[src/rtl/excess3_serial_tx_pkg.sv]
// ---------------------------------------------------------------------------
// excess3_pkg
// Shared definitions for the excess-3 serial transmitter:
//   state_e         FSM state encoding (IDLE, START, DATA, PARITY, STOP)
//   EXCESS3_OFFSET  value added to a BCD digit to form its excess-3 code
//   FRAME_BITS      serial bits per frame (start + 4 code + parity + stop)
//   BCD_MAX         largest legal BCD digit
//   excess3_encode  BCD digit -> 4-bit excess-3 code
//   frame_parity    parity bit over the 4 code bits, even or odd sense
// ---------------------------------------------------------------------------
package excess3_pkg;

  typedef enum logic [2:0] {
    IDLE_E   = 3'd0,
    START_E  = 3'd1,
    DATA_E   = 3'd2,
    PARITY_E = 3'd3,
    STOP_E   = 3'd4
  } state_e;

  localparam int EXCESS3_OFFSET = 3;
  localparam int FRAME_BITS     = 7;
  localparam int BCD_MAX        = 9;

  function automatic logic [3:0] excess3_encode(input logic [3:0] bcd);
    return bcd + 4'(EXCESS3_OFFSET);
  endfunction

  function automatic logic frame_parity(input logic [3:0] code, input logic odd);
    return odd ? ~^code : ^code;
  endfunction

endpackage

[src/rtl/excess3_serial_tx_if.sv]
// ---------------------------------------------------------------------------
// excess3_serial_tx_if
// Digit handshake and serial-line bundle of the excess-3 transmitter.
//   bcd_in    BCD digit offered by the producer
//   in_valid  bcd_in is valid this cycle
//   in_ready  transmitter accepts a digit this cycle
//   tx_out    serial line, idle high
//   tx_busy   a frame is in progress
//   bcd_err   one-cycle pulse: offered digit was not legal BCD
// Modports: master = producer/observer side, slave = transmitter side.
// ---------------------------------------------------------------------------
interface excess3_serial_tx_if;

  logic [3:0] bcd_in;
  logic       in_valid;
  logic       in_ready;
  logic       tx_out;
  logic       tx_busy;
  logic       bcd_err;

  modport master (
    output bcd_in,
    output in_valid,
    input  in_ready,
    input  tx_out,
    input  tx_busy,
    input  bcd_err
  );

  modport slave (
    input  bcd_in,
    input  in_valid,
    output in_ready,
    output tx_out,
    output tx_busy,
    output bcd_err
  );

endinterface

[src/rtl/excess3_serial_tx_bit_timer.sv]
// ---------------------------------------------------------------------------
// bit_timer
// Produces a one-cycle tick every DIV enabled cycles; restart clears the
// count so the first tick lands exactly DIV cycles after the restart edge.
//   clk      clock
//   rst_n    asynchronous active-low reset
//   restart  clear the count (frame start)
//   enable   count while a frame is in progress
//   tick     last cycle of the current bit period
// ---------------------------------------------------------------------------
module bit_timer #(
  parameter int unsigned DIV = 4
) (
  input  logic clk,
  input  logic rst_n,
  input  logic restart,
  input  logic enable,
  output logic tick
);

  logic [15:0] count_reg;

  assign tick = enable && (count_reg == 16'(DIV - 1));

  always_ff @(posedge clk or negedge rst_n) begin
    if (!rst_n) begin
      count_reg <= 16'd0;
    end else if (restart) begin
      count_reg <= 16'd0;
    end else if (enable) begin
      count_reg <= tick ? 16'd0 : count_reg + 16'd1;
    end
  end

endmodule

[src/rtl/excess3_serial_tx.sv]
// ---------------------------------------------------------------------------
// excess3_serial_tx
// Accepts a BCD digit, converts it to excess-3 and sends a 7-bit frame
// LSB first: start(0), code[0..3], parity, stop(1). Each bit lasts DIV
// clocks. Illegal digits (10..15) are refused with a one-cycle bcd_err.
//   clk    clock
//   rst_n  asynchronous active-low reset
//   bus    excess3_serial_tx_if.slave (digit handshake + serial outputs)
// Parameters: DIV (clocks per bit), PARITY_ODD (0 even, 1 odd).
// ---------------------------------------------------------------------------
module excess3_serial_tx
  import excess3_pkg::*;
#(
  parameter int unsigned DIV        = 4,
  parameter bit          PARITY_ODD = 1'b0
) (
  input  logic                 clk,
  input  logic                 rst_n,
  excess3_serial_tx_if.slave   bus
);

  localparam logic [2:0] IDLE   = IDLE_E;
  localparam logic [2:0] START  = START_E;
  localparam logic [2:0] DATA   = DATA_E;
  localparam logic [2:0] PARITY = PARITY_E;
  localparam logic [2:0] STOP   = STOP_E;

  // Frame = start + data + parity + stop
  localparam int         DATA_BITS = FRAME_BITS - 3;
  localparam logic [1:0] LAST_IDX  = 2'(DATA_BITS - 1);

  logic [2:0] state_reg, state_next;
  logic [3:0] shift_reg;
  logic       parity_reg;
  logic [1:0] bit_idx_reg;
  logic       tx_out_reg, tx_busy_reg, in_ready_reg, bcd_err_reg;
  logic       accept, legal, start, tick;
  logic [3:0] code;

  // Handshake uses the registered ready, so nothing is taken in the
  // cycle right after reset release.
  assign accept = (state_reg == IDLE) && in_ready_reg && bus.in_valid;
  assign legal  = (bus.bcd_in <= 4'(BCD_MAX));
  assign start  = accept && legal;
  assign code   = excess3_encode(bus.bcd_in);

  bit_timer #(.DIV(DIV)) u_bit_timer (
    .clk     (clk),
    .rst_n   (rst_n),
    .restart (start),
    .enable  (state_reg != IDLE),
    .tick    (tick)
  );

  always_comb begin
    state_next = state_reg;
    case (state_reg)
      IDLE:    if (start) state_next = START;
      START:   if (tick) state_next = DATA;
      DATA:    if (tick && bit_idx_reg == LAST_IDX) state_next = PARITY;
      PARITY:  if (tick) state_next = STOP;
      STOP:    if (tick) state_next = IDLE;
      default: state_next = IDLE;
    endcase
  end

  always_ff @(posedge clk or negedge rst_n) begin
    if (!rst_n) begin
      state_reg    <= IDLE;
      shift_reg    <= 4'd0;
      parity_reg   <= 1'b0;
      bit_idx_reg  <= 2'd0;
      tx_out_reg   <= 1'b1;
      tx_busy_reg  <= 1'b0;
      in_ready_reg <= 1'b0;
      bcd_err_reg  <= 1'b0;
    end else begin
      state_reg    <= state_next;
      // Status outputs are decoded from the next state so they line up
      // with the registered state rather than lagging it by a cycle.
      tx_busy_reg  <= (state_next != IDLE);
      in_ready_reg <= (state_next == IDLE);
      bcd_err_reg  <= accept && !legal;
      case (state_reg)
        IDLE: begin
          if (start) begin
            shift_reg   <= code;
            parity_reg  <= frame_parity(code, PARITY_ODD);
            bit_idx_reg <= 2'd0;
            tx_out_reg  <= 1'b0;
          end
        end
        START: begin
          if (tick) begin
            tx_out_reg <= shift_reg[0];
            shift_reg  <= {1'b0, shift_reg[3:1]};
          end
        end
        DATA: begin
          if (tick) begin
            bit_idx_reg <= bit_idx_reg + 2'd1;
            if (bit_idx_reg == LAST_IDX) begin
              tx_out_reg <= parity_reg;
            end else begin
              tx_out_reg <= shift_reg[0];
              shift_reg  <= {1'b0, shift_reg[3:1]};
            end
          end
        end
        PARITY: begin
          if (tick) tx_out_reg <= 1'b1;
        end
        default: begin
          // STOP and unused encodings keep the line high
          tx_out_reg <= 1'b1;
        end
      endcase
    end
  end

  assign bus.tx_out   = tx_out_reg;
  assign bus.tx_busy  = tx_busy_reg;
  assign bus.in_ready = in_ready_reg;
  assign bus.bcd_err  = bcd_err_reg;

endmodule

[src/flat_wrapper.sv]
// flat-port wrapper written by rule: the top's interface ports become plain ports
module excess3_serial_tx_flat import excess3_pkg::*;
#(
  parameter int unsigned DIV        = 4,
  parameter bit          PARITY_ODD = 1'b0
)
  (clk, rst_n, bus_bcd_in, bus_in_valid, bus_in_ready, bus_tx_out, bus_tx_busy, bus_bcd_err);
  excess3_serial_tx_if bus_i ();
  input  logic clk;
  input  logic rst_n;
  input wire logic [$bits(bus_i.bcd_in)-1:0] bus_bcd_in;
  input wire logic [$bits(bus_i.in_valid)-1:0] bus_in_valid;
  output wire logic [$bits(bus_i.in_ready)-1:0] bus_in_ready;
  output wire logic [$bits(bus_i.tx_out)-1:0] bus_tx_out;
  output wire logic [$bits(bus_i.tx_busy)-1:0] bus_tx_busy;
  output wire logic [$bits(bus_i.bcd_err)-1:0] bus_bcd_err;
  assign bus_i.bcd_in = bus_bcd_in;
  assign bus_i.in_valid = bus_in_valid;
  assign bus_in_ready = bus_i.in_ready;
  assign bus_tx_out = bus_i.tx_out;
  assign bus_tx_busy = bus_i.tx_busy;
  assign bus_bcd_err = bus_i.bcd_err;
  excess3_serial_tx #(.DIV(DIV), .PARITY_ODD(PARITY_ODD)) u_core (.clk(clk), .rst_n(rst_n), .bus(bus_i));
endmodule
[config.mk]
export PLATFORM = sky130hd
export DESIGN_NAME = excess3_serial_tx_flat
export DESIGN_NICKNAME = d
export VERILOG_FILES = /design/src/rtl/excess3_serial_tx_pkg.sv /design/src/rtl/excess3_serial_tx_if.sv /design/src/rtl/excess3_serial_tx_bit_timer.sv /design/src/rtl/excess3_serial_tx.sv /design/src/flat_wrapper.sv
export SDC_FILE = /design/constraint.sdc
export NUM_CORES = 1
export LEC_CHECK = 0
export BUFFER_PORTS_ARGS = -buffer_cell sky130_fd_sc_hd__buf_4
export CELL_PAD_IN_SITES_DETAIL_PLACEMENT = 2
export CELL_PAD_IN_SITES_GLOBAL_PLACEMENT = 2
export CORE_ASPECT_RATIO = 0.75
export CORE_UTILIZATION = 39
export DETAILED_ROUTE_END_ITERATION = 12
export GPL_ROUTABILITY_DRIVEN = 0
export GPL_TIMING_DRIVEN = 1
export PLACE_DENSITY_LB_ADDON = 0.3
export SLEW_MARGIN = 20
export SYNTH_ARGS = -nofsm -noshare
export SYNTH_HDL_FRONTEND = slang
export SYNTH_HIERARCHICAL = 1
export SYNTH_SLANG_ARGS = --single-unit
[constraint.sdc]
create_clock -name clk -period 2.7 [get_ports clk]
set_input_delay 0.405 -clock clk [delete_from_list [all_inputs] [get_ports clk]]
set_output_delay 0.405 -clock clk [all_outputs]
set_load 0.02 [all_outputs]
==> metrics.txt, run 1 <==
# TYPE chip_impl_metric gauge
chip_impl_metric{name="io_buffer_count",unit=""} 10
chip_impl_metric{name="worstMarginPinSlew",unit="ns"} 0.679
chip_impl_metric{name="synth.lib_cells_used.distinct",unit=""} 53
chip_impl_metric{name="largest_reg_flops",unit=""} 16
chip_impl_metric{name="post-layout-total-power",unit="W"} 0.000870
chip_impl_metric{name="wl_met1",unit="um"} 2540
chip_impl_metric{name="drc",unit=""} 0
chip_impl_metric{name="clock_insertion_delay_worst_skew",unit="ns"} 0.28
chip_impl_metric{name="peakVddDrop",unit="mV"} 0.307
chip_impl_metric{name="avgRoutedWirePerCell",unit="um"} 19.5
chip_impl_info{name="cts_tree",value="done"} 1
chip_impl_metric{name="post_cts_hold_buffer_count",unit=""} 0
chip_impl_metric{name="htree_levels",unit=""} 2
chip_impl_metric{name="final_nets",unit=""} 204
chip_impl_metric{name="max_slew_margin",unit=""} 0.543
chip_impl_metric{name="timing.critical_path.arrival",unit="ns"} 2.67
chip_impl_metric{name="r2r_slack",unit="ns"} 0.20
chip_impl_metric{name="fp.dieW",unit="um"} 80.0
chip_impl_metric{name="dieArea",unit="um2"} 4840
chip_impl_info{name="rr_startpoint",value="u_core/u_bit_timer/count_reg[0]"} 1
chip_impl_metric{name="rows",unit=""} 20
chip_impl_metric{name="setup_total_negative_slack",unit="ns"} 0
chip_impl_metric{name="gr-usage-all-layers",unit=""} 0.235
chip_impl_metric{name="worst_clock_skew",unit="ns"} 0.00390
chip_impl_metric{name="io-pin-count",unit=""} 11
chip_impl_info{name="rsz0062_at_grt",value="no"} 1
chip_impl_metric{name="final-max-slew-violation-count",unit=""} 0
chip_impl_metric{name="worst_slack",unit="ns"} 0.196
chip_impl_metric{name="fmax",unit="MHz"} 399
chip_impl_metric{name="yosys_warning_total",unit=""} 6
chip_impl_metric{name="critical_path.max_fanout",unit=""} 8
chip_impl_metric{name="start_util",unit=""} 0.423
chip_impl_metric{name="reg2reg_depth",unit=""} 8
chip_impl_metric{name="max_cap_viols",unit=""} 0
chip_impl_metric{name="area_growth_syn_to_layout",unit="%"} 12.7
chip_impl_metric{name="hold_viol_final",unit=""} 0
chip_impl_metric{name="postSynthAreaPerCell",unit="um2"} 9.99
chip_impl_info{name="setup.worst_path.class",value="reg -> reg"} 1
chip_impl_metric{name="met2_wirelength",unit="um"} 2130
chip_impl_metric{name="place_worst_setup_slack",unit="ns"} 0.200
chip_impl_metric{name="clk_pin_slew_worst_paths",unit="ns"} 0.07
chip_impl_metric{name="numCtsBuffers",unit=""} 5
chip_impl_metric{name="netlist_instances",unit=""} 178
chip_impl_info{name="critPathTopFamily",value="simple AND/OR/NAND/NOR gates"} 1
chip_impl_info{name="run_status",value="complete, no violations"} 1
chip_impl_metric{name="n_antenna_cell",unit=""} 0
chip_impl_metric{name="cp_slowest_stage_delay",unit="ns"} 0.44
chip_impl_info{name="dominantRegCellSynth",value="dfrtp_1"} 1
chip_impl_metric{name="layout_cells_sized_above_1",unit=""} 0.196
chip_impl_metric{name="vias_in_the_first_global_route",unit=""} 1548
chip_impl_metric{name="number_of_setup_buffers_added_after_cts",unit=""} 0
chip_impl_info{name="crit_path_cell_trace",value="ha_1, nor4bb_1, nand4_1, inv_1, nand2_1, o22ai_1, o21ai_2, mux2_1"} 1
chip_impl_info{name="clockRootBuffer",value="clkbuf_8"} 1
chip_impl_metric{name="routed_via_density",unit=""} 5.65
chip_impl_metric{name="setup_violations",unit=""} 0
chip_impl_metric{name="maximum_count_of_clock_buffers_along_a_single_path",unit=""} 2
chip_impl_metric{name="power_density",unit="nW/um2"} 434
chip_impl_info{name="most-common-layout-cells",value="dfrtp_1 (29), nor2_1 (20), buf_4 (14), nand2_1 (13), xnor2_1 (10)"} 1
chip_impl_metric{name="drt_wl_total",unit="um"} 4860
chip_impl_metric{name="async_flop_share",unit=""} 1.00
chip_impl_metric{name="drt_pre_antenna_iters",unit=""} 4
chip_impl_metric{name="postSynthNetCount",unit=""} 189
chip_impl_metric{name="synth.ff_latch_count",unit=""} 30
chip_impl_metric{name="quantity_of_gates_resized_following_cts",unit=""} 0
chip_impl_metric{name="fin_crit_share",unit=""} 0.927
chip_impl_metric{name="yosysSeqAreaShare",unit=""} 0.423
chip_impl_info{name="critPathLaunchType",value="flop"} 1
chip_impl_metric{name="pin_count_of_the_biggest_net_entering_global_routing",unit=""} 31
chip_impl_metric{name="routed-via-count",unit=""} 1406
chip_impl_metric{name="numClockSinks",unit=""} 30
chip_impl_metric{name="antenna_found_initial",unit=""} 0
chip_impl_metric{name="detail-route-antenna-nets",unit=""} 0
chip_impl_metric{name="grt_pass1_wl",unit="um"} 8250
chip_impl_metric{name="static-leakage-power",unit="nW"} 0.946
chip_impl_metric{name="die_h",unit="um"} 60.5
chip_impl_metric{name="worst_ep_required_time",unit="ns"} 2.87
chip_impl_info{name="worst_hold_path_type",value="in -> async"} 1
chip_impl_metric{name="core-area",unit="um2"} 4200
chip_impl_metric{name="drtIter0Drc",unit=""} 64
chip_impl_metric{name="hpwlAfterDp",unit="um"} 3610
chip_impl_info{name="timing.critical_path.slowest_stage_cell",value="dfrtp_1"} 1
chip_impl_info{name="mostFrequentLayoutCell",value="dfrtp_1"} 1
chip_impl_metric{name="count_of_flip_flops_with_a_built_in_enable_after_synthesis",unit=""} 0
chip_impl_metric{name="synthesis.area",unit="um2"} 1780
chip_impl_info{name="highest_routed_metal_layer",value="met4"} 1
chip_impl_metric{name="globalRoute.totalOverflow",unit=""} 0
chip_impl_info{name="worst_setup_path_end_kind",value="flop"} 1
chip_impl_metric{name="route.met3.wl",unit="um"} 114
chip_impl_metric{name="timing.final.crit_period",unit="ns"} 2.50
chip_impl_metric{name="worstPathBufferInverterCount",unit=""} 1
chip_impl_info{name="crit-reg2reg-capture",value="u_core/shift_reg[3]"} 1
## report_power, final
part	switching, W	total [W]	internal [W]
combinational	0.0000248	0.0000421	0.0000173
sequential	0	0.000450	0.000450
clock	0.000173	0.000378	0.000205
total	0.000198	0.000870	0.000672
## final cells by class
type | count | area (um2)
clock buffer | 7 | 86.3
clock inverter | 1 | 5.00
fill | 457 | 2200
inverter | 9 | 33.8
multi-input combinational | 133 | 953
sequential | 30 | 752
tap | 55 | 68.8
timing repair buffer | 14 | 105
## metrics by stage
| stage | utilization | area, um2 | hold slack, ns | std cells |
|---|---|---|---|---|
| floorplan | - | 1780 | 0.109 | 178 |
| finish | 0.477 | 2000 | 0.0389 | 249 |
| global placement | 0.455 | 1910 | 0.355 | 241 |
| CTS | 0.477 | 2000 | 0.0558 | 249 |
| global route | 0.477 | 2000 | 0.0648 | 249 |
| detailed placement | 0.455 | 1910 | 0.365 | 241 |
## per-layer routing
metal / up-vias / global-route usage
met3: 11 / 0.0541
met5: - / 0
met1: 712 / 0.334
li1: 663 / -
met4: 0 / 0.0791
met2: 20 / 0.357
## worst max-delay path by stage
stage | start | end | cells after the start
after detailed placement | bus_bcd_in[0] | u_core/u_bit_timer/count_reg[8] | 11
final | u_core/u_bit_timer/count_reg[0] | u_core/shift_reg[3] | 8
after floorplan | u_core/state_reg[2] | u_core/shift_reg[0] | 10
after global placement | bus_bcd_in[0] | u_core/u_bit_timer/count_reg[10] | 11
after global routing | u_core/u_bit_timer/count_reg[3] | u_core/shift_reg[3] | 7
after CTS | u_core/u_bit_timer/count_reg[0] | u_core/shift_reg[3] | 8
## cells in the mapped netlist, types with 3 or more instances
cell,instances,area share
nand2_1,13,0.027
a21oi_1,4,0.011
nand2b_1,6,0.021
xor2_1,7,0.034
clkbuf_1,3,0.0063
o21ai_0,8,0.023
nor4_1,5,0.018
ha_1,4,0.028
nand3_1,6,0.017
inv_1,8,0.017
mux2i_1,3,0.017
mux2_2,4,0.025
nor4b_1,3,0.015
xnor2_1,10,0.049
nor2_1,20,0.042
nand4_1,4,0.014
dfrtp_1,29,0.41
## cells by family (layout without fill, tap and decap cells)
family / after synthesis / after routing / share of synthesized area
buffers and inverters: 15 / 31 / 0.0408
XOR/XNOR: 17 / 17 / 0.0837
multiplexers: 8 / 8 / 0.0486
AO/OA/AOI/OAI: 27 / 27 / 0.116
AND/OR/NAND/NOR: 77 / 77 / 0.260
flip-flops: 30 / 30 / 0.423
adder cells (fa/ha/maj): 4 / 4 / 0.0282
No activity file was read; power rests on OpenSTA's default activity.
==> run 2, diff against run 1 <==
--- a/config.mk
+++ b/config.mk
@@ -5,11 +5,12 @@
 export SDC_FILE = /design/constraint.sdc
 export NUM_CORES = 1
 export LEC_CHECK = 0
+export ABC_AREA = 1
 export BUFFER_PORTS_ARGS = -buffer_cell sky130_fd_sc_hd__buf_4
 export CELL_PAD_IN_SITES_DETAIL_PLACEMENT = 2
 export CELL_PAD_IN_SITES_GLOBAL_PLACEMENT = 2
 export CORE_ASPECT_RATIO = 0.75
-export CORE_UTILIZATION = 39
+export CORE_UTILIZATION = 36
 export DETAILED_ROUTE_END_ITERATION = 12
 export GPL_ROUTABILITY_DRIVEN = 0
 export GPL_TIMING_DRIVEN = 1
==> run 2 against run 1 <==
Hold slack improved by 0.015 ns. Worst setup slack improved by 0.37 ns. Sequential power is 56% higher. Largest cell class unchanged. Largest power group is now combinational cells.
==> metrics.txt, run 2 <==
# TYPE chip_impl_metric gauge
chip_impl_metric{name="synth.lib_cells_used.distinct",unit=""} 31
chip_impl_info{name="worst_hold_path_type",value="in -> async"} 1
chip_impl_info{name="cp-endpoint",value="u_core/bus.tx_busy"} 1
chip_impl_metric{name="worst_clock_skew",unit="ns"} 0.00436
chip_impl_metric{name="fmax",unit="MHz"} 468
chip_impl_metric{name="avgRoutedWirePerCell",unit="um"} 17.3
chip_impl_metric{name="r2r_slack",unit="ns"} 0.56
chip_impl_metric{name="gr-usage-all-layers",unit=""} 0.241
chip_impl_metric{name="setup_violations",unit=""} 0
chip_impl_metric{name="antenna_found_initial",unit=""} 0
chip_impl_metric{name="drt_wl_total",unit="um"} 6240
chip_impl_metric{name="postSynthNetCount",unit=""} 280
chip_impl_info{name="dominantRegCellSynth",value="dfrtp_1"} 1
chip_impl_metric{name="final-max-slew-violation-count",unit=""} 0
chip_impl_metric{name="largest_reg_flops",unit=""} 16
chip_impl_metric{name="rows",unit=""} 23
chip_impl_metric{name="count_of_flip_flops_with_a_built_in_enable_after_synthesis",unit=""} 0
chip_impl_metric{name="async_flop_share",unit=""} 1.00
chip_impl_metric{name="dieArea",unit="um2"} 5930
chip_impl_metric{name="worst_ep_required_time",unit="ns"} 2.86
chip_impl_metric{name="drt_pre_antenna_iters",unit=""} 4
chip_impl_metric{name="numClockSinks",unit=""} 30
chip_impl_metric{name="hpwlAfterDp",unit="um"} 4800
chip_impl_metric{name="detail-route-antenna-nets",unit=""} 0
chip_impl_metric{name="io-pin-count",unit=""} 11
chip_impl_metric{name="start_util",unit=""} 0.376
chip_impl_metric{name="area_growth_syn_to_layout",unit="%"} 12.3
chip_impl_metric{name="n_antenna_cell",unit=""} 0
chip_impl_metric{name="max_slew_margin",unit=""} 0.687
chip_impl_info{name="critPathLaunchType",value="flop"} 1
chip_impl_metric{name="clock_insertion_delay_worst_skew",unit="ns"} 0.28
chip_impl_metric{name="core-area",unit="um2"} 5380
chip_impl_metric{name="worstMarginPinSlew",unit="ns"} 0.465
chip_impl_metric{name="io_buffer_count",unit=""} 10
chip_impl_metric{name="layout_cells_sized_above_1",unit=""} 0.217
chip_impl_metric{name="timing.critical_path.arrival",unit="ns"} 2.30
chip_impl_metric{name="post-route-util",unit=""} 0.423
chip_impl_info{name="synthMostInstantiatedCell",value="nand2_1"} 1
chip_impl_metric{name="power_density",unit="nW/um2"} 939
chip_impl_metric{name="drc",unit=""} 0
chip_impl_metric{name="fp.dieW",unit="um"} 88.6
chip_impl_info{name="clockRootBuffer",value="clkbuf_8"} 1
chip_impl_metric{name="maximum_count_of_clock_buffers_along_a_single_path",unit=""} 2
chip_impl_metric{name="die_h",unit="um"} 67.0
chip_impl_metric{name="globalRoute.totalOverflow",unit=""} 0
chip_impl_metric{name="numCtsBuffers",unit=""} 5
chip_impl_metric{name="timing.final.crit_period",unit="ns"} 2.14
chip_impl_metric{name="peakVddDrop",unit="mV"} 0.357
chip_impl_metric{name="htree_levels",unit=""} 2
chip_impl_metric{name="placed_cell_area",unit="um2"} 2180
chip_impl_info{name="cts_tree",value="done"} 1
chip_impl_metric{name="reg2reg_depth",unit=""} 11
chip_impl_info{name="post_synth_most_frequent_cells",value="nand2_1 (80), nor2_1 (31), dfrtp_1 (29)"} 1
chip_impl_info{name="run_status",value="complete, no violations"} 1
chip_impl_metric{name="final_nets",unit=""} 296
chip_impl_metric{name="critical_path.max_fanout",unit=""} 9
chip_impl_metric{name="max_cap_viols",unit=""} 0
chip_impl_metric{name="yosysSeqAreaShare",unit=""} 0.371
chip_impl_metric{name="fin_crit_share",unit=""} 0.792
chip_impl_metric{name="routed-via-count",unit=""} 1804
chip_impl_metric{name="netlist_instances",unit=""} 269
chip_impl_info{name="synth_area_leader_cell",value="dfrtp_1"} 1
chip_impl_metric{name="static-leakage-power",unit="nW"} 1.08
chip_impl_metric{name="number_of_setup_buffers_added_after_cts",unit=""} 0
chip_impl_metric{name="grt_pass1_wl",unit="um"} 10300
chip_impl_metric{name="post-route-cell-area",unit="um2"} 2270
chip_impl_info{name="mostFrequentLayoutCell",value="nand2_1"} 1
chip_impl_metric{name="postSynthAreaPerCell",unit="um2"} 7.53
chip_impl_info{name="post_synth_main_area_contributors",value="dfrtp_1 (36%), nand2_1 (15%), nor2_1 (5.7%)"} 1
chip_impl_info{name="setup.worst_path.class",value="reg -> reg"} 1
chip_impl_metric{name="drtIter0Drc",unit=""} 99
chip_impl_metric{name="hold_viol_final",unit=""} 0
chip_impl_info{name="rsz0062_at_grt",value="no"} 1
chip_impl_metric{name="pin_count_of_the_biggest_net_entering_global_routing",unit=""} 31
chip_impl_info{name="timing.critical_path.from",value="u_core/state_reg[0]"} 1
chip_impl_metric{name="synthesis.area",unit="um2"} 2030
chip_impl_info{name="crit-reg2reg-capture",value="u_core/bus.tx_busy"} 1
chip_impl_info{name="rr_startpoint",value="u_core/state_reg[0]"} 1
chip_impl_metric{name="synth.ff_latch_count",unit=""} 30
chip_impl_metric{name="vias_in_the_first_global_route",unit=""} 1934
chip_impl_metric{name="clk_pin_slew_worst_paths",unit="ns"} 0.07
chip_impl_metric{name="setup_total_negative_slack",unit="ns"} 0
chip_impl_metric{name="yosys_warning_total",unit=""} 6
chip_impl_metric{name="routed_via_density",unit=""} 5.00
chip_impl_metric{name="post_cts_hold_buffer_count",unit=""} 0
chip_impl_metric{name="quantity_of_gates_resized_following_cts",unit=""} 0
chip_impl_metric{name="fillerInstances",unit=""} 655
chip_impl_metric{name="yosysTopAreaCellShare",unit=""} 0.358
chip_impl_info{name="most-common-layout-cells",value="nand2_1 (80), nor2_1 (31), dfrtp_1 (29), nand3_1 (23), inv_1 (21)"} 1
chip_impl_info{name="worst_setup_path_end_kind",value="flop"} 1
-- run 2: routing by layer --
metal,GRT usage,up-vias,wire length (um)
met2,0.367,22,2750
met4,0.0484,0,29
met1,0.353,885,3300
met5,0,-,0
li1,-,895,-
met3,0.0409,2,159
-- run 2: metrics by stage --
step / hold WS [ns] / setup WS (ns) / power (W) / instances
final: 0.0536 / 0.563 / 0.00214 / 361
after global routing: 0.0791 / 0.369 / 0.00231 / 361
after CTS: 0.0606 / 0.571 / 0.00215 / 361
after detailed placement: 0.374 / 0.509 / 0.00174 / 353
after global placement: 0.369 / 0.540 / 0.00169 / 353
after floorplan: 0.109 / 0.977 / 0.00146 / 269
-- run 2: critical path, stage by stage, from the launching register on --
cell and delay [ns]:
dfrtp_1 0.60, nor2_4 0.07, nand2_4 0.15, nand3_1 0.09, nor2_1 0.17, nand2_2 0.13, inv_1 0.17, nand2_1 0.12
o21ai_0 0.18, a21oi_1 0.11, nor2_2 0.13, nand3_1 0.07
-- run 2: worst min path at each step --
stage          startpoint                                to  slack [ns]  cells after the start
2_1_floorplan       rst_n             u_core/bit_idx_reg[0]        0.11                      0
3_3_place_gp        rst_n               u_core/shift_reg[1]        0.37                      1
3_5_place_dp        rst_n               u_core/shift_reg[1]        0.37                      1
4_1_cts             rst_n  u_core/u_bit_timer/count_reg[15]        0.06                      1
5_1_grt             rst_n               u_core/shift_reg[1]        0.08                      1
6_report            rst_n               u_core/shift_reg[1]        0.05                      1
-- run 2: cell type report --
type	count	area, um2	area share
repair buffers	11	82.6	0.0363
multi-input cells	210	1150	0.505
inverters	27	101	0.0446
well taps	75	93.8	0.0413
clock buffers	6	82.6	0.0363
flip-flops and latches	30	752	0.331
clock inverters	2	12.5	0.00550
-- run 2: report_power, final --
group / switching, W / total (W) / leakage [nW] / internal [W]
registers: 0.000134 / 0.000703 / 0.394 / 0.000568
logic: 0.000704 / 0.00104 / 0.644 / 0.000336
clock network: 0.000189 / 0.000394 / 0.0472 / 0.000205
total: 0.00103 / 0.00214 / 1.08 / 0.00111
-- run 2: kinds of logic after synthesis --
| kind of cell | Yosys count | synth area share |
|---|---|---|
| simple gates | 177 | 0.447 |
| flops | 30 | 0.371 |
| buf+inv | 29 | 0.0611 |
| compound gates | 24 | 0.0747 |
| xor+xnor | 5 | 0.0216 |
| fa+ha+maj | 4 | 0.0247 |
==> run 3, diff against run 2 <==
==> constraint.sdc (replaced) <==
create_clock -name clk -period 2 [get_ports clk]
set_input_delay 0.3 -clock clk [delete_from_list [all_inputs] [get_ports clk]]
set_output_delay 0.3 -clock clk [all_outputs]
set_load 0.02 [all_outputs]
==> run 3 against run 2 <==
Cell area rose by 7.0%. Critical endpoint is now u_core/u_bit_timer/count_reg[11]. Global-route usage rose by 3.7 points. Highest routed layer unchanged. Critical path type unchanged. Critical path depth did not move. Flip-flop and latch count did not move.
==> metrics.txt, run 3 (synthesis gave the netlist of run 2 again) <==
# TYPE chip_impl_metric gauge
chip_impl_metric{name="numCtsBuffers",unit=""} 5
chip_impl_metric{name="fp.dieW",unit="um"} 88.6
chip_impl_metric{name="clock_insertion_delay_worst_skew",unit="ns"} 0.29
chip_impl_metric{name="internal_power",unit="W"} 0.00187
chip_impl_info{name="mostFrequentLayoutCell",value="nand2_1"} 1
chip_impl_metric{name="worst_clock_skew",unit="ns"} 0.00986
chip_impl_metric{name="timing.final.crit_period",unit="ns"} 1.87
chip_impl_info{name="clockRootBuffer",value="clkbuf_8"} 1
chip_impl_metric{name="worst_hold_slack",unit="ns"} 0.328
chip_impl_metric{name="post-layout-total-power",unit="W"} 0.00339
chip_impl_metric{name="setup_violations",unit=""} 0
chip_impl_metric{name="routed_via_density",unit=""} 5.24
chip_impl_info{name="worst_hold_path_type",value="in -> reg"} 1
chip_impl_info{name="run_status",value="complete, no violations"} 1
chip_impl_metric{name="gr-usage-all-layers",unit=""} 0.278
chip_impl_metric{name="largest_reg_flops",unit=""} 16
chip_impl_metric{name="pin_count_of_the_biggest_net_entering_global_routing",unit=""} 31
chip_impl_metric{name="start_util",unit=""} 0.376
chip_impl_metric{name="drt_wl_total",unit="um"} 7510
chip_impl_metric{name="final-max-slew-violation-count",unit=""} 0
chip_impl_metric{name="sequential_power_share",unit=""} 0.272
chip_impl_metric{name="worstMarginPinSlew",unit="ns"} 0.467
chip_impl_metric{name="grt_use_met1",unit=""} 0.406
chip_impl_metric{name="swShare",unit=""} 0.450
chip_impl_metric{name="met3_usage",unit=""} 0.0446
chip_impl_metric{name="routed-via-count",unit=""} 1945
chip_impl_metric{name="max_cap_viols",unit=""} 0
chip_impl_metric{name="grt_pass1_wl",unit="um"} 11900
chip_impl_metric{name="maximum_count_of_clock_buffers_along_a_single_path",unit=""} 2
chip_impl_metric{name="placed_cell_area",unit="um2"} 2240
chip_impl_metric{name="multiInputGateArea",unit="um2"} 1180
chip_impl_metric{name="drc",unit=""} 0
chip_impl_metric{name="antenna_found_initial",unit=""} 0
chip_impl_info{name="critPathLaunchType",value="flop"} 1
chip_impl_metric{name="drt_pre_antenna_iters",unit=""} 4
chip_impl_info{name="worst_setup_path_end_kind",value="flop"} 1
chip_impl_info{name="global_route.peak_usage_layer",value="met2"} 1
chip_impl_metric{name="hpwlAfterDp",unit="um"} 5160
chip_impl_metric{name="area_growth_syn_to_layout",unit="%"} 20.2
chip_impl_metric{name="static-leakage-power",unit="nW"} 1.16
chip_impl_metric{name="post-route-util",unit=""} 0.452
chip_impl_metric{name="timing.critical_path.arrival",unit="ns"} 2.03
chip_impl_metric{name="clkPwrFrac",unit=""} 0.237
chip_impl_metric{name="numClockSinks",unit=""} 30
chip_impl_metric{name="htree_levels",unit=""} 2
chip_impl_metric{name="die_h",unit="um"} 67.0
chip_impl_metric{name="detail-route-antenna-nets",unit=""} 0
chip_impl_metric{name="globalRoute.totalOverflow",unit=""} 0
chip_impl_metric{name="worst_ep_required_time",unit="ns"} 2.17
chip_impl_metric{name="fmax",unit="MHz"} 535
chip_impl_metric{name="max_slew_margin",unit=""} 0.686
chip_impl_metric{name="combPwrFrac",unit=""} 0.492
chip_impl_metric{name="dieArea",unit="um2"} 5930
chip_impl_metric{name="io-pin-count",unit=""} 11
chip_impl_metric{name="fin_crit_share",unit=""} 0.934
chip_impl_metric{name="peakVddDrop",unit="mV"} 0.566
chip_impl_info{name="rsz0062_at_grt",value="no"} 1
chip_impl_metric{name="rows",unit=""} 23
chip_impl_metric{name="fillerInstances",unit=""} 630
chip_impl_metric{name="n_antenna_cell",unit=""} 0
chip_impl_metric{name="core-area",unit="um2"} 5380
chip_impl_metric{name="clk_pin_slew_worst_paths",unit="ns"} 0.08
chip_impl_metric{name="avgRoutedWirePerCell",unit="um"} 20.2
chip_impl_metric{name="post-route-cell-area",unit="um2"} 2430
chip_impl_metric{name="hold_viol_final",unit=""} 0
chip_impl_info{name="setup.worst_path.class",value="reg -> reg"} 1
chip_impl_metric{name="vias_in_the_first_global_route",unit=""} 2145
chip_impl_metric{name="p_sw",unit="W"} 0.00152
chip_impl_metric{name="power_density",unit="nW/um2"} 1390
chip_impl_info{name="most-common-layout-cells",value="nand2_1 (80), nor2_1 (30), dfrtp_1 (29), nand3_1 (22)"} 1
chip_impl_metric{name="gr-usage-met2",unit=""} 0.433
chip_impl_metric{name="io_buffer_count",unit=""} 10
chip_impl_info{name="cts_tree",value="done"} 1
chip_impl_metric{name="layout_cells_sized_above_1",unit=""} 0.257
chip_impl_metric{name="critical_path.max_fanout",unit=""} 9
chip_impl_metric{name="drtIter0Drc",unit=""} 103
chip_impl_metric{name="sequential_cell_area",unit="um2"} 752
chip_impl_metric{name="final_nets",unit=""} 306
run 3: through the flow:
stage | setup TNS [ns] | worst slack, ns | cells
4_1_cts | 0 | 0.00440 | 370
3_5_place_dp | -0.0461 | -0.0461 | 361
6_report | 0 | 0.133 | 371
5_1_grt | 0 | 0.0159 | 371
2_1_floorplan | 0 | 0.277 | 269
3_3_place_gp | 0 | 0.0370 | 361
run 3: critical path: stages, from the launching register on:
cell,delay [ns]
dfrtp_1,0.42
nor2_4,0.18
nand2_8,0.12
nor2_4,0.13
nand2_4,0.07
inv_2,0.09
nor2_2,0.06
buf_4,0.17
nor2_4,0.14
nand3_1,0.09
nor3_1,0.19
nor2_1,0.08
run 3: metal layers:
layer | vias up | part of all wire
li1 | 917 | -
met1 | 991 | 0.50
met2 | 35 | 0.46
met3 | 2 | 0.030
met4 | 0 | 0.0017
met5 | - | 0
run 3: cell type report:
class,count,share of cell area
Multi-Input combinational cell,210,0.486
Sequential cell,30,0.309
Timing Repair Buffer,21,0.0658
Inverter,27,0.0427
Tap cell,75,0.0385
Clock buffer,6,0.0339
Clock inverter,2,0.0247
run 3: path summary, 6_finish.rpt:
path                                      from                                to  slack, ns  depth (start not counted)
setup reg to reg           u_core/state_reg[1]  u_core/u_bit_timer/count_reg[11]       0.13                         11
max in group asynchronous                rst_n                 u_core/bus.tx_out       1.16                          2
min in group asynchronous                rst_n               u_core/bus.in_ready       0.50                          2
hold reg to reg              u_core/bus.tx_out                 u_core/bus.tx_out       0.48                          2
hold / removal                   bus_bcd_in[3]                u_core/bus.bcd_err       0.33                          3
setup / recovery           u_core/state_reg[1]  u_core/u_bit_timer/count_reg[11]       0.13                         11
run 3: power groups by stage:
stage | clock network, W | logic, W | registers (W)
after global placement | 0 | 0.00145 | 0.000908
after global routing | 0.000836 | 0.00182 | 0.000938
after detailed placement | 0 | 0.00155 | 0.000918
after CTS | 0.000817 | 0.00162 | 0.000911
after floorplan | 0 | 0.00105 | 0.000919
final | 0.000802 | 0.00167 | 0.000921
run 3: timing repair:
item                                    in CTS  in global routing
setup buffers                                0                  1
hold buffers                                 1                  0
gates cloned                                 0                  0
endpoints found under the hold margin       29                  0
resized for setup                            2                  6
endpoints found under the setup margin       2                 13
